==> src/rtl/reduce_port_sched.sv <==
// Round-robin scheduler sharing one reduction path among the per-port reduce FIFOs.
// Pops at most one non-empty port per cycle, gated by credits that mirror downstream free space.
module reduce_port_sched #(
  parameter int NUM_PORTS = 6,
  parameter int FLIT_W    = 85,
  parameter int CREDITS   = 10,
  parameter int SEL_W     = 3,
  parameter int CNT_W     = 4
) (
  input  logic                        clk,
  input  logic                        rst,
  input  logic                        en,
  input  logic [NUM_PORTS-1:0]        req_nempty,
  input  logic [NUM_PORTS*FLIT_W-1:0] req_flit,
  output logic [NUM_PORTS-1:0]        grant,
  output logic [FLIT_W-1:0]           out_flit,
  output logic                        out_valid,
  output logic [SEL_W-1:0]            out_sel,
  input  logic                        down_rd,
  output logic [CNT_W-1:0]            credits,
  output logic                        idle
);

  typedef enum logic [1:0] {IDLE, ISSUE, STALL} state_t;

  state_t                   state, state_nxt;
  logic [SEL_W-1:0]         rr_ptr, rr_nxt;
  logic [SEL_W-1:0]         win_p0;
  logic [FLIT_W-1:0]        flit_p0;
  logic                     any_req;
  logic                     issue_p0;
  logic [CNT_W-1:0]         cred_nxt;
  logic                     cred_ovf;
  logic                     cred_err;
  logic [2*NUM_PORTS-1:0]   req_rot;
  logic [SEL_W-1:0]         win_off;
  logic [SEL_W:0]           win_sum;

  assign any_req  = |req_nempty;
  assign issue_p0 = (state == ISSUE) && en && (credits != '0) && any_req;

  // Rotate requests so bit 0 is rr_ptr, take the lowest set bit, then map back.
  always_comb begin
    req_rot = {req_nempty, req_nempty} >> rr_ptr;
    win_off = '0;
    for (int k = NUM_PORTS - 1; k >= 0; k--) begin
      if (req_rot[k]) win_off = SEL_W'(k);
    end
    win_sum = {1'b0, rr_ptr} + {1'b0, win_off};
    if (win_sum >= (SEL_W+1)'(NUM_PORTS)) win_sum = win_sum - (SEL_W+1)'(NUM_PORTS);
    win_p0 = win_sum[SEL_W-1:0];
    rr_nxt = (win_p0 == SEL_W'(NUM_PORTS - 1)) ? '0 : win_p0 + SEL_W'(1);
  end

  always_comb begin
    grant   = '0;
    flit_p0 = '0;
    for (int i = 0; i < NUM_PORTS; i++) begin
      if (win_p0 == SEL_W'(i)) begin
        grant[i] = issue_p0;
        flit_p0  = req_flit[i*FLIT_W +: FLIT_W];
      end
    end
  end

  // A return at full count has nowhere to go; it is dropped and flagged.
  always_comb begin
    cred_nxt = credits;
    cred_ovf = 1'b0;
    if (issue_p0 && !down_rd) begin
      cred_nxt = credits - CNT_W'(1);
    end else if (!issue_p0 && down_rd) begin
      if (credits == CNT_W'(CREDITS)) cred_ovf = 1'b1;
      else                            cred_nxt = credits + CNT_W'(1);
    end
  end

  always_comb begin
    state_nxt = state;
    case (state)
      IDLE:    if (en && any_req) state_nxt = ISSUE;
      ISSUE: begin
        if (!en)                  state_nxt = IDLE;
        else if (cred_nxt == '0)  state_nxt = STALL;
        else if (!any_req)        state_nxt = IDLE;
      end
      STALL: begin
        if (!en)                  state_nxt = IDLE;
        else if (credits != '0)   state_nxt = ISSUE;
      end
      default:                    state_nxt = IDLE;
    endcase
  end

  always_ff @(posedge clk or posedge rst) begin
    if (rst) begin
      state     <= IDLE;
      rr_ptr    <= '0;
      credits   <= CNT_W'(CREDITS);
      cred_err  <= 1'b0;
      out_valid <= 1'b0;
    end else begin
      state     <= state_nxt;
      credits   <= cred_nxt;
      cred_err  <= cred_err | cred_ovf;
      out_valid <= issue_p0;
      if (issue_p0) rr_ptr <= rr_nxt;
    end
  end

  // Output stage: registered flit and source index, held between issues.
  always_ff @(posedge clk or posedge rst) begin
    if (rst) begin
      out_flit <= '0;
      out_sel  <= '0;
    end else if (issue_p0) begin
      out_flit <= flit_p0;
      out_sel  <= win_p0;
    end
  end

  assign idle = (state == IDLE) && !out_valid;

endmodule

==> config.mk <==
export PLATFORM = sky130hd
export DESIGN_NAME = reduce_port_sched
export DESIGN_NICKNAME = d
export VERILOG_FILES = /design/src/rtl/reduce_port_sched.sv
export SDC_FILE = /design/constraint.sdc
export NUM_CORES = 1
export LEC_CHECK = 0
export BUFFER_PORTS_ARGS = -buffer_cell sky130_fd_sc_hd__clkbuf_2
export CAP_MARGIN = 10
export CORE_AREA = 2 2 241 243
export DETAILED_ROUTE_END_ITERATION = 12
export DIE_AREA = 0 0 243 245
export GPL_ROUTABILITY_DRIVEN = 0
export PLACE_DENSITY_LB_ADDON = 0.12
export SLEW_MARGIN = 30
export SYNTH_ARGS = -nofsm -noshare
export SYNTH_HDL_FRONTEND = slang
export SYNTH_SLANG_ARGS = --single-unit
export TNS_END_PERCENT = 50
==> constraint.sdc <==
create_clock -name clk -period 13.36 [get_ports clk]
set_clock_uncertainty 0.1 [all_clocks]
set_input_delay 1.336 -clock clk [delete_from_list [all_inputs] [get_ports clk]]
set_output_delay 1.336 -clock clk [all_outputs]
set_load 0.01 [all_outputs]
# Word level (Yosys, flattened, before mapping)
# Index checks and enable logic that the tools add are counted.
[word_totals]
inputBits = 520
out_inout_bits = 100
word_cells = 70
reg_bits = 98
[classes]
n_lt_le_gt_ge = 1
n_eq_ne = 11
shift = 1
n_mux = 30
add_sub_neg = 5
n_reduce_logical = 16
[ops]
columns = ["op", "n"]
rows = [
  ["two-way mux 85 bit", 6],
  ["two-way mux 3 bit", 8],
  ["two-way mux 2 bit", 6],
  ["two-way mux 4 bit", 3],
  [">> shifter 12 x 3 -> 6 bit", 1],
  ["logical AND 1 bit", 7],
  ["equality test 3 x 2 -> 1 bit, second input constant", 2],
  ["equality test 3 bit, second input constant", 2],
  ["two-way mux 1 bit", 6],
  ["case mux 2 bit (3 select lines)", 1],
  ["OR reduction 6 bit", 1],
  ["adder 3 x 3 -> 4 bit", 1],
  ["adder 4 x 1 -> 4 bit, second input constant", 1],
  ["equality test 4 bit, second input constant", 1],
  ["greater-or-equal comparator 4 x 3 -> 1 bit, second input constant", 1],
  ["zero test 4 bit", 1],
  ["inequality test 4 x 3 -> 1 bit, second input constant", 1],
  ["nonzero test 4 bit", 1],
  ["subtractor 4 x 1 -> 4 bit, second input constant", 1],
  ["adder 3 x 1 -> 3 bit, second input constant", 1],
  ["equality test 3 x 1 -> 1 bit, second input constant", 1],
  ["zero test 1 bit", 3],
  ["zero test 3 bit", 1],
  ["inequality test 3 bit, second input constant", 1],
  ["other kinds (6)", 6],
]

# Longest topological paths before layout
# Gate-level depths: netlist of the first run.
[logic_depth]
word_depth = 17
mapped_depth = 20
mapped_depth_nobuf = 17

# Least setup slack after synthesis of the first run
# OpenSTA, ideal clock, no wires.
[synth_path]
path_kind = "input to output"
from = "input req_nempty[5]"
to = "output grant[3]"
t_required_ns = 11.924
path_buffers = 3
path_stages = 15
arrival_time_ns = 4.738
path_slack_ns = 7.186
path_cell_list = "mux4_2 -> mux2_2 -> o21ai_0 -> nand2_1 -> a21boi_0 -> ha_1 -> fa_1 -> buf_4 -> o22ai_1 -> and2_1 -> ha_1 -> clkbuf_1 -> clkinv_1 -> clkbuf_1 -> nor2_1"
[synth_via]
elab_chain_len = 12
elab_cells_between_ends = 15
classes_between = "add/sub (2); order compare (1); eq/ne (1); shift (1); mux (8); reduce/logical (2)"
[synth_lines]
columns = ["element", "line", "rtl"]
rows = [
  ["from (decl)", "13", "input logic [NUM_PORTS-1:0] req_nempty,"],
  [">> shifter 12 x 3 -> 6 bit", "44", "req_rot = {req_nempty, req_nempty} >> rr_ptr;"],
  ["two-way mux 3 bit (6 in series)", "47", "if (req_rot[k]) win_off = SEL_W'(k);"],
  ["adder 3 x 3 -> 4 bit", "49", "win_sum = {1'b0, rr_ptr} + {1'b0, win_off};"],
  ["greater-or-equal comparator 4 x 3 -> 1 bit / subtractor 3 bit (equally long branches)", "50", "if (win_sum >= (SEL_W+1)'(NUM_PORTS)) win_sum = win_sum - (SEL_W+1)'(NUM_PORTS);"],
  ["two-way mux 3 bit", "50", ""],
  ["equality test 3 x 2 -> 1 bit", "59", "if (win_p0 == SEL_W'(i)) begin"],
  ["two-way mux 1 bit *", "59", ""],
  ["to (decl)", "15", "output logic [NUM_PORTS-1:0] grant,"],
]
# Mark *: on every way between the ends. The rest lies on a longest branch, timed or not.

# Final worst setup path of the first run
[layout_path]
from = "input req_nempty[2]"
to = "output grant[2]"
# The elaborated chain is that of the path after synthesis.

==> flow_summary.json, run 1 <==
{
  "outcome": "complete, no violations",
  "portBuffers": 619,
  "first_pass_iters": 8,
  "grt_pass1_vias": 11400,
  "setup_viol": 0,
  "slew_headroom_pct": 38.5,
  "routedWlPerCell_um": 23.6,
  "syn_nets": 1526,
  "clock-sinks": 98,
  "hp-class": "reg -> reg",
  "path_clk_slew_ps": 70,
  "postCtsSetupRepairBufs": 0,
  "netlist_area_sq_um": 8790,
  "r2r_start": "rr_ptr[2]",
  "post-place-ws_ps": 6400,
  "ys_seq_elements": 98,
  "hold-worst-slack_ps": 390,
  "ys_warn_count": 0,
  "cts_tree": "done",
  "globalRouteOverflowTotal": 0,
  "antenna_left": 0,
  "r2r-end": "out_flit[6]",
  "synth_edf_count": 0,
  "postCtsHoldBufs": 0,
  "hold_viol_final": 0,
  "arrival_ps": 5440,
  "die-area_sq_um": 59500,
  "coreArea_sq_um": 57000,
  "antenna_found_initial": 8,
  "cp-start-kind": "primary input",
  "yosysSeqAreaShare_pct": 27.9,
  "fmax_mhz": 145,
  "chipHeight_um": 245,
  "io_pins": 620,
  "rows": 88,
  "p_per_area_nw_per_um2": 398,
  "drive_gt1_share_pct": 49.3,
  "numCtsBuffers": 9,
  "drtIter0Drc": 727,
  "fin_ws_ps": 6480,
  "drc": 0,
  "maxSlewViolCount": 0,
  "die_x_um": 243,
  "clock_latency_ps": 380,
  "viasPerCell": 4.74,
  "rsz0062_at_grt": "no",
  "cts_root_buf": "clkbuf_16",
  "maxCapViolations": 0,
  "ir_drop_mv": 0.233,
  "required_ps": 11920,
  "hold_path_depth": 1,
  "grt_max_degree": 83,
  "initial_utilization_pct": 15.4,
  "drt-total-wl_mm": 54.6,
  "crit_path_end_kind": "output port",
  "synthToLayoutAreaGrowth_pct": 47.6,
  "hold_start": "out_flit[82]",
  "worst_pin_slew_ps": 923,
  "cp-startpoint": "req_nempty[2]",
  "synth_cells": 998,
  "r2r_cells": 14,
  "hold_end": "out_flit[82]",
  "htree_levels": 3,
  "avgSynthCellArea_sq_um": 8.80,
  "cts-resized-gates": 0,
  "p_leak_nw": 6.23,
  "synthDistinctLibCells": 73,
  "synthFlopType": "dfrtp_1",
  "fin_crit_ps": 6880,
  "ys_async_sr_fraction_pct": 100,
  "grt.total_usage_pct": 17.7,
  "fin_nets": 2066,
  "setup-tns-final_ps": 0,
  "vias": 11000,
  "path_max_fanout": 33,
  "fin_crit_sh_pct": 51.5,
  "path_class": "in -> out",
  "ctsLongestPathBuffers": 2,
  "grt_pass1_wl_mm": 77.9,
  "place_hpwl_mm": 41.2,
  "regToRegSetupSlack_ps": 7200
}
==> how the worst max path moves through the flow <==
stage / slack (ps) / cells after the start / to
6_report: 6480 / 14 / grant[2]
5_1_grt: 6180 / 14 / grant[2]
4_1_cts: 6450 / 14 / grant[2]
3_5_place_dp: 6400 / 15 / out_flit[6]
3_3_place_gp: 6200 / 15 / grant[3]
2_1_floorplan: 7190 / 15 / grant[3]
==> cell usage after synthesis, types with 5 or more instances <==
| cell type | instances | area [sq um] |
|---|---|---|
| o211ai_1 | 9 | 67.6 |
| mux2_2 | 33 | 372 |
| clkbuf_1 | 71 | 267 |
| o21ai_0 | 62 | 310 |
| nand2_1 | 72 | 270 |
| buf_2 | 29 | 145 |
| nor2_1 | 49 | 184 |
| dfrtp_1 | 96 | 2400 |
| a31oi_1 | 71 | 444 |
| o21ai_1 | 37 | 185 |
| o221a_1 | 9 | 101 |
| buf_6 | 6 | 67.6 |
| o221a_2 | 6 | 67.6 |
| and3_1 | 63 | 394 |
| mux4_2 | 5 | 113 |
| buf_1 | 7 | 26.3 |
| a211oi_1 | 16 | 120 |
| nor3_1 | 38 | 190 |
| a221oi_2 | 30 | 450 |
| ha_1 | 7 | 87.6 |
| a221o_1 | 16 | 160 |
| a211o_1 | 31 | 272 |
| inv_1 | 7 | 26.3 |
| a222oi_1 | 32 | 320 |
| mux2i_1 | 65 | 651 |
| a21oi_1 | 20 | 100 |
| o221ai_1 | 38 | 333 |
| o22ai_1 | 7 | 43.8 |
| nand2b_1 | 8 | 50.1 |
==> report_power, final <==
| part | internal (mW) | switching, mW |
|---|---|---|
| Clock | 0.156 | 0.142 |
| Combinational | 1.59 | 2.71 |
| Sequential | 0.450 | 0.110 |
| Total | 2.19 | 2.96 |
==> layout by cell type, fill, tap and decap left out, types with 7 or more instances in the layout <==
cell,netlist,final
a211o_1,31,31
clkbuf_2,0,619
o221ai_1,38,38
nor3_1,38,37
mux2i_1,65,65
a221oi_2,30,30
o211ai_1,9,9
o21ai_1,37,37
a222oi_1,32,32
dfrtp_1,96,96
clkbuf_16,0,9
a221o_1,16,16
mux2_2,33,33
o21ai_0,62,62
a21oi_1,20,19
nand2_1,72,72
nor2_1,49,47
a31oi_1,71,71
a211oi_1,16,16
o22ai_1,7,7
and3_1,63,62
buf_4,3,24
nand2b_1,8,8
o221a_1,9,9
==> through the flow <==
step / cell area (sq um) / cells / power, mW / utilization [%]
finish: 13000 / 2314 / 5.16 / 22.7
global route: 13000 / 2314 / 5.55 / 22.7
global placement: 12600 / 2290 / 4.90 / 22.1
detailed placement: 12600 / 2292 / 4.93 / 22.2
CTS: 13000 / 2308 / 5.26 / 22.7
floorplan: 8790 / 998 / 3.42 / -
==> layout make-up <==
type / instances / area (sq um)
fillers: 6473 / 44100
clock inverters: 4 / 51.3
clock buffers: 12 / 256
well taps: 765 / 957
multi-input cells: 775 / 5860
flip-flops and latches: 98 / 2450
inverters: 9 / 37.5
diodes: 6 / 15.0
repair buffers: 645 / 3330
==> state kept, by name, indices dropped and copies added (netlist names) <==
register	count
state	2
out_valid	1
rr_ptr	3
out_flit	85
credits	4
out_sel	3
==> routing by layer <==
| metal | up-vias | GRT usage [%] | share of wire [%] |
|---|---|---|---|
| met3 | 75 | 4.67 | 6.7 |
| met5 | - | 0 | 0.029 |
| met2 | 483 | 29.5 | 49 |
| met1 | 5314 | 21.7 | 41 |
| li1 | 5096 | - | - |
| met4 | 2 | 6.64 | 3.5 |
==> cells by family (layout without fill, tap and decap cells) <==
logic type / count (synthesis) / in the layout / synth area share, %
compound gates: 405 / 405 / 36.4
simple gates: 254 / 254 / 14.6
buf+inv: 125 / 670 / 6.39
mux: 103 / 103 / 12.9
flops: 98 / 98 / 27.9
fa+ha+maj: 8 / 8 / 1.22
xor+xnor: 5 / 5 / 0.584
other cells: 0 / 6 / 0
==> critical path, cell delays in order <==
cell and delay, ps:
clkbuf_2 130, mux4_2 520, mux2i_1 220, o21ai_0 130
nand2_1 90, a21boi_0 140, ha_4 220, fa_1 880
inv_1 280, a2bb2oi_4 220, buf_4 430, or2_1 580
nor2_1 90, clkbuf_2 150
Note: power is estimated with default switching activity, not from simulation.
==> run 2: changes to the inputs <==
--- a/config.mk
+++ b/config.mk
@@ -7,9 +7,9 @@
 export LEC_CHECK = 0
 export BUFFER_PORTS_ARGS = -buffer_cell sky130_fd_sc_hd__clkbuf_2
 export CAP_MARGIN = 10
-export CORE_AREA = 2 2 241 243
+export CORE_AREA = 2 2 240 242
 export DETAILED_ROUTE_END_ITERATION = 12
-export DIE_AREA = 0 0 243 245
+export DIE_AREA = 0 0 242 244
 export GPL_ROUTABILITY_DRIVEN = 0
 export PLACE_DENSITY_LB_ADDON = 0.12
 export SLEW_MARGIN = 30
==> constraint.sdc (replaced) <==
create_clock -name clk -period 6.6 [get_ports clk]
set_clock_uncertainty 0.1 [all_clocks]
set_input_delay 0.66 -clock clk [delete_from_list [all_inputs] [get_ports clk]]
set_output_delay 0.66 -clock clk [all_outputs]
set_load 0.01 [all_outputs]
==> run 2 against run 1 <==
Net effect:
- via count shrank 0.84%
- register-to-register slack lost 6500 ps
- count of clock-buffer cells in the layout shrank 2
- first-iteration DRC count shrank 9.5%
- core utilization grew 0.41 points
- clock power grew 99%
- largest cell class unchanged
==> flow_summary.json, run 2 (synthesized netlist as in run 1, its figures left out) <==
{
  "outcome": "complete, no violations",
  "grt_max_degree": 87,
  "intPower_mw": 4.51,
  "path_class": "reg -> out",
  "crit_slowest_cell": "fa_1",
  "final_cell_mix": "619 x clkbuf_2, 96 x dfrtp_1, 72 x nand2_1, 71 x a31oi_1, 65 x mux2i_1",
  "critical_path_buf_inv_count": 2,
  "rows": 87,
  "setup-tns-final_ps": 0,
  "fmax_mhz": 167,
  "arrival_ps": 5210,
  "io_pins": 620,
  "r2r_cells": 14,
  "fin_crit_ps": 5970,
  "clock_latency_ps": 380,
  "portBuffers": 619,
  "p_leak_nw": 6.25,
  "cp-start-kind": "flop",
  "fin_ws_ps": 629,
  "power_mw": 10.5,
  "regMostFlops": "out_flit",
  "p_per_area_nw_per_um2": 811,
  "ctsLongestPathBuffers": 2,
  "grt_pass1_vias": 11400,
  "slowest_delay_ps": 890,
  "worst_pin_slew_ps": 999,
  "combPwrFrac_pct": 83.6,
  "reg_top3": "out_flit: 85 flops, credits: 4 flops",
  "vias": 10900,
  "p_clk_share_pct": 5.6,
  "drtIter0Drc": 658,
  "ir_drop_mv": 0.346,
  "crit_chain": "mux4_2, mux2i_1, o21ai_0, nand2_1, a21boi_0, ha_4, fa_1, inv_1, nor3_1, or3_2, nand2_1, nor2_1, clkbuf_2",
  "drt-total-wl_mm": 56.3,
  "place_hpwl_mm": 43.6,
  "postCtsHoldBufs": 0,
  "antenna_left": 0,
  "post-place-ws_ps": 686,
  "p_switching_mw": 6.03,
  "fin_crit_sh_pct": 90.5,
  "slew_headroom_pct": 33.0,
  "coreArea_sq_um": 56200,
  "die_x_um": 242,
  "maxCapViolations": 0,
  "setup_viol": 0,
  "path_clk_slew_ps": 80,
  "viasPerCell": 4.70,
  "numCtsBuffers": 9,
  "globalRouteOverflowTotal": 0,
  "antenna_found_initial": 11,
  "drive_gt1_share_pct": 49.6,
  "initial_utilization_pct": 15.6,
  "hp-class": "in -> async",
  "cts_root_buf": "clkbuf_16",
  "required_ps": 5840,
  "cp_num_cells": 13,
  "p_seq_share_pct": 10.8,
  "clock-sinks": 98,
  "postCtsSetupRepairBufs": 0,
  "drc": 0,
  "fin_nets": 2073,
  "hold_viol_final": 0,
  "fill_cells": 6367,
  "grt_pass1_wl_mm": 79.7,
  "first_pass_iters": 6,
  "chipHeight_um": 244,
  "switching_share_pct": 57.2,
  "cts_tree": "done",
  "grt.total_usage_pct": 18.3,
  "maxSlewViolCount": 0,
  "die-area_sq_um": 59000,
  "htree_levels": 3,
  "synthToLayoutAreaGrowth_pct": 47.9,
  "crit_path_end_kind": "output port",
  "path_delay_family": "simple AND/OR/NAND/NOR gates",
  "rsz0062_at_grt": "no",
  "cpMostUsedCell": "nand2_1",
  "final_common_cell": "clkbuf_2",
  "routedWlPerCell_um": 24.3,
  "cts-resized-gates": 0,
  "largest_reg_flops": 85,
  "path_max_fanout": 13
}
==> run 2: worst paths after layout <==
kind,from,endpoint,slack (ps)
hold reg to reg,out_sel[0],out_sel[0],380
setup reg to reg,rr_ptr[2],out_flit[25],730
hold / removal,rst,out_flit[23],250
setup / recovery,rr_ptr[2],grant[4],630
max in group asynchronous,rst,out_flit[74],4720
min in group clk,out_sel[0],out_sel[0],380
==> run 2: per-layer routing <==
metal,global-route usage [%],vias up,share of wire (%)
met5,0,-,0.021
met4,8.41,2,3.5
met3,4.91,65,6.5
met2,31.4,412,50
met1,21.3,5281,40
li1,-,5118,-
==> run 2: power by group through the flow <==
stage,clock network (mW),registers (mW),logic (mW)
floorplan,0,1.20,5.72
global placement,0,1.14,8.90
detailed placement,0,1.14,8.91
CTS,0.636,1.14,8.95
global route,0.645,1.17,9.54
finish,0.593,1.13,8.81
==> run 2: layout make-up <==
type / instances / area, sq um / area share [%]
Multi-Input combinational cell: 775 / 5870 / 45.2
Timing Repair Buffer: 652 / 3360 / 25.9
Clock buffer: 10 / 239 / 1.84
Clock inverter: 6 / 63.8 / 0.491
Inverter: 9 / 37.5 / 0.289
Antenna cell: 10 / 25.0 / 0.193
Sequential cell: 98 / 2450 / 18.9
Tap cell: 756 / 946 / 7.28
==> run 2: metrics by stage <==
stage | util (%) | hold WS, ps | cells | instance area, sq um
after floorplan | - | 414 | 998 | 8790
after global placement | 22.5 | 366 | 2290 | 12600
after detailed placement | 22.5 | 370 | 2290 | 12700
after CTS | 23.1 | 300 | 2306 | 13000
after global routing | 23.1 | 314 | 2315 | 13000
final | 23.1 | 255 | 2316 | 13000
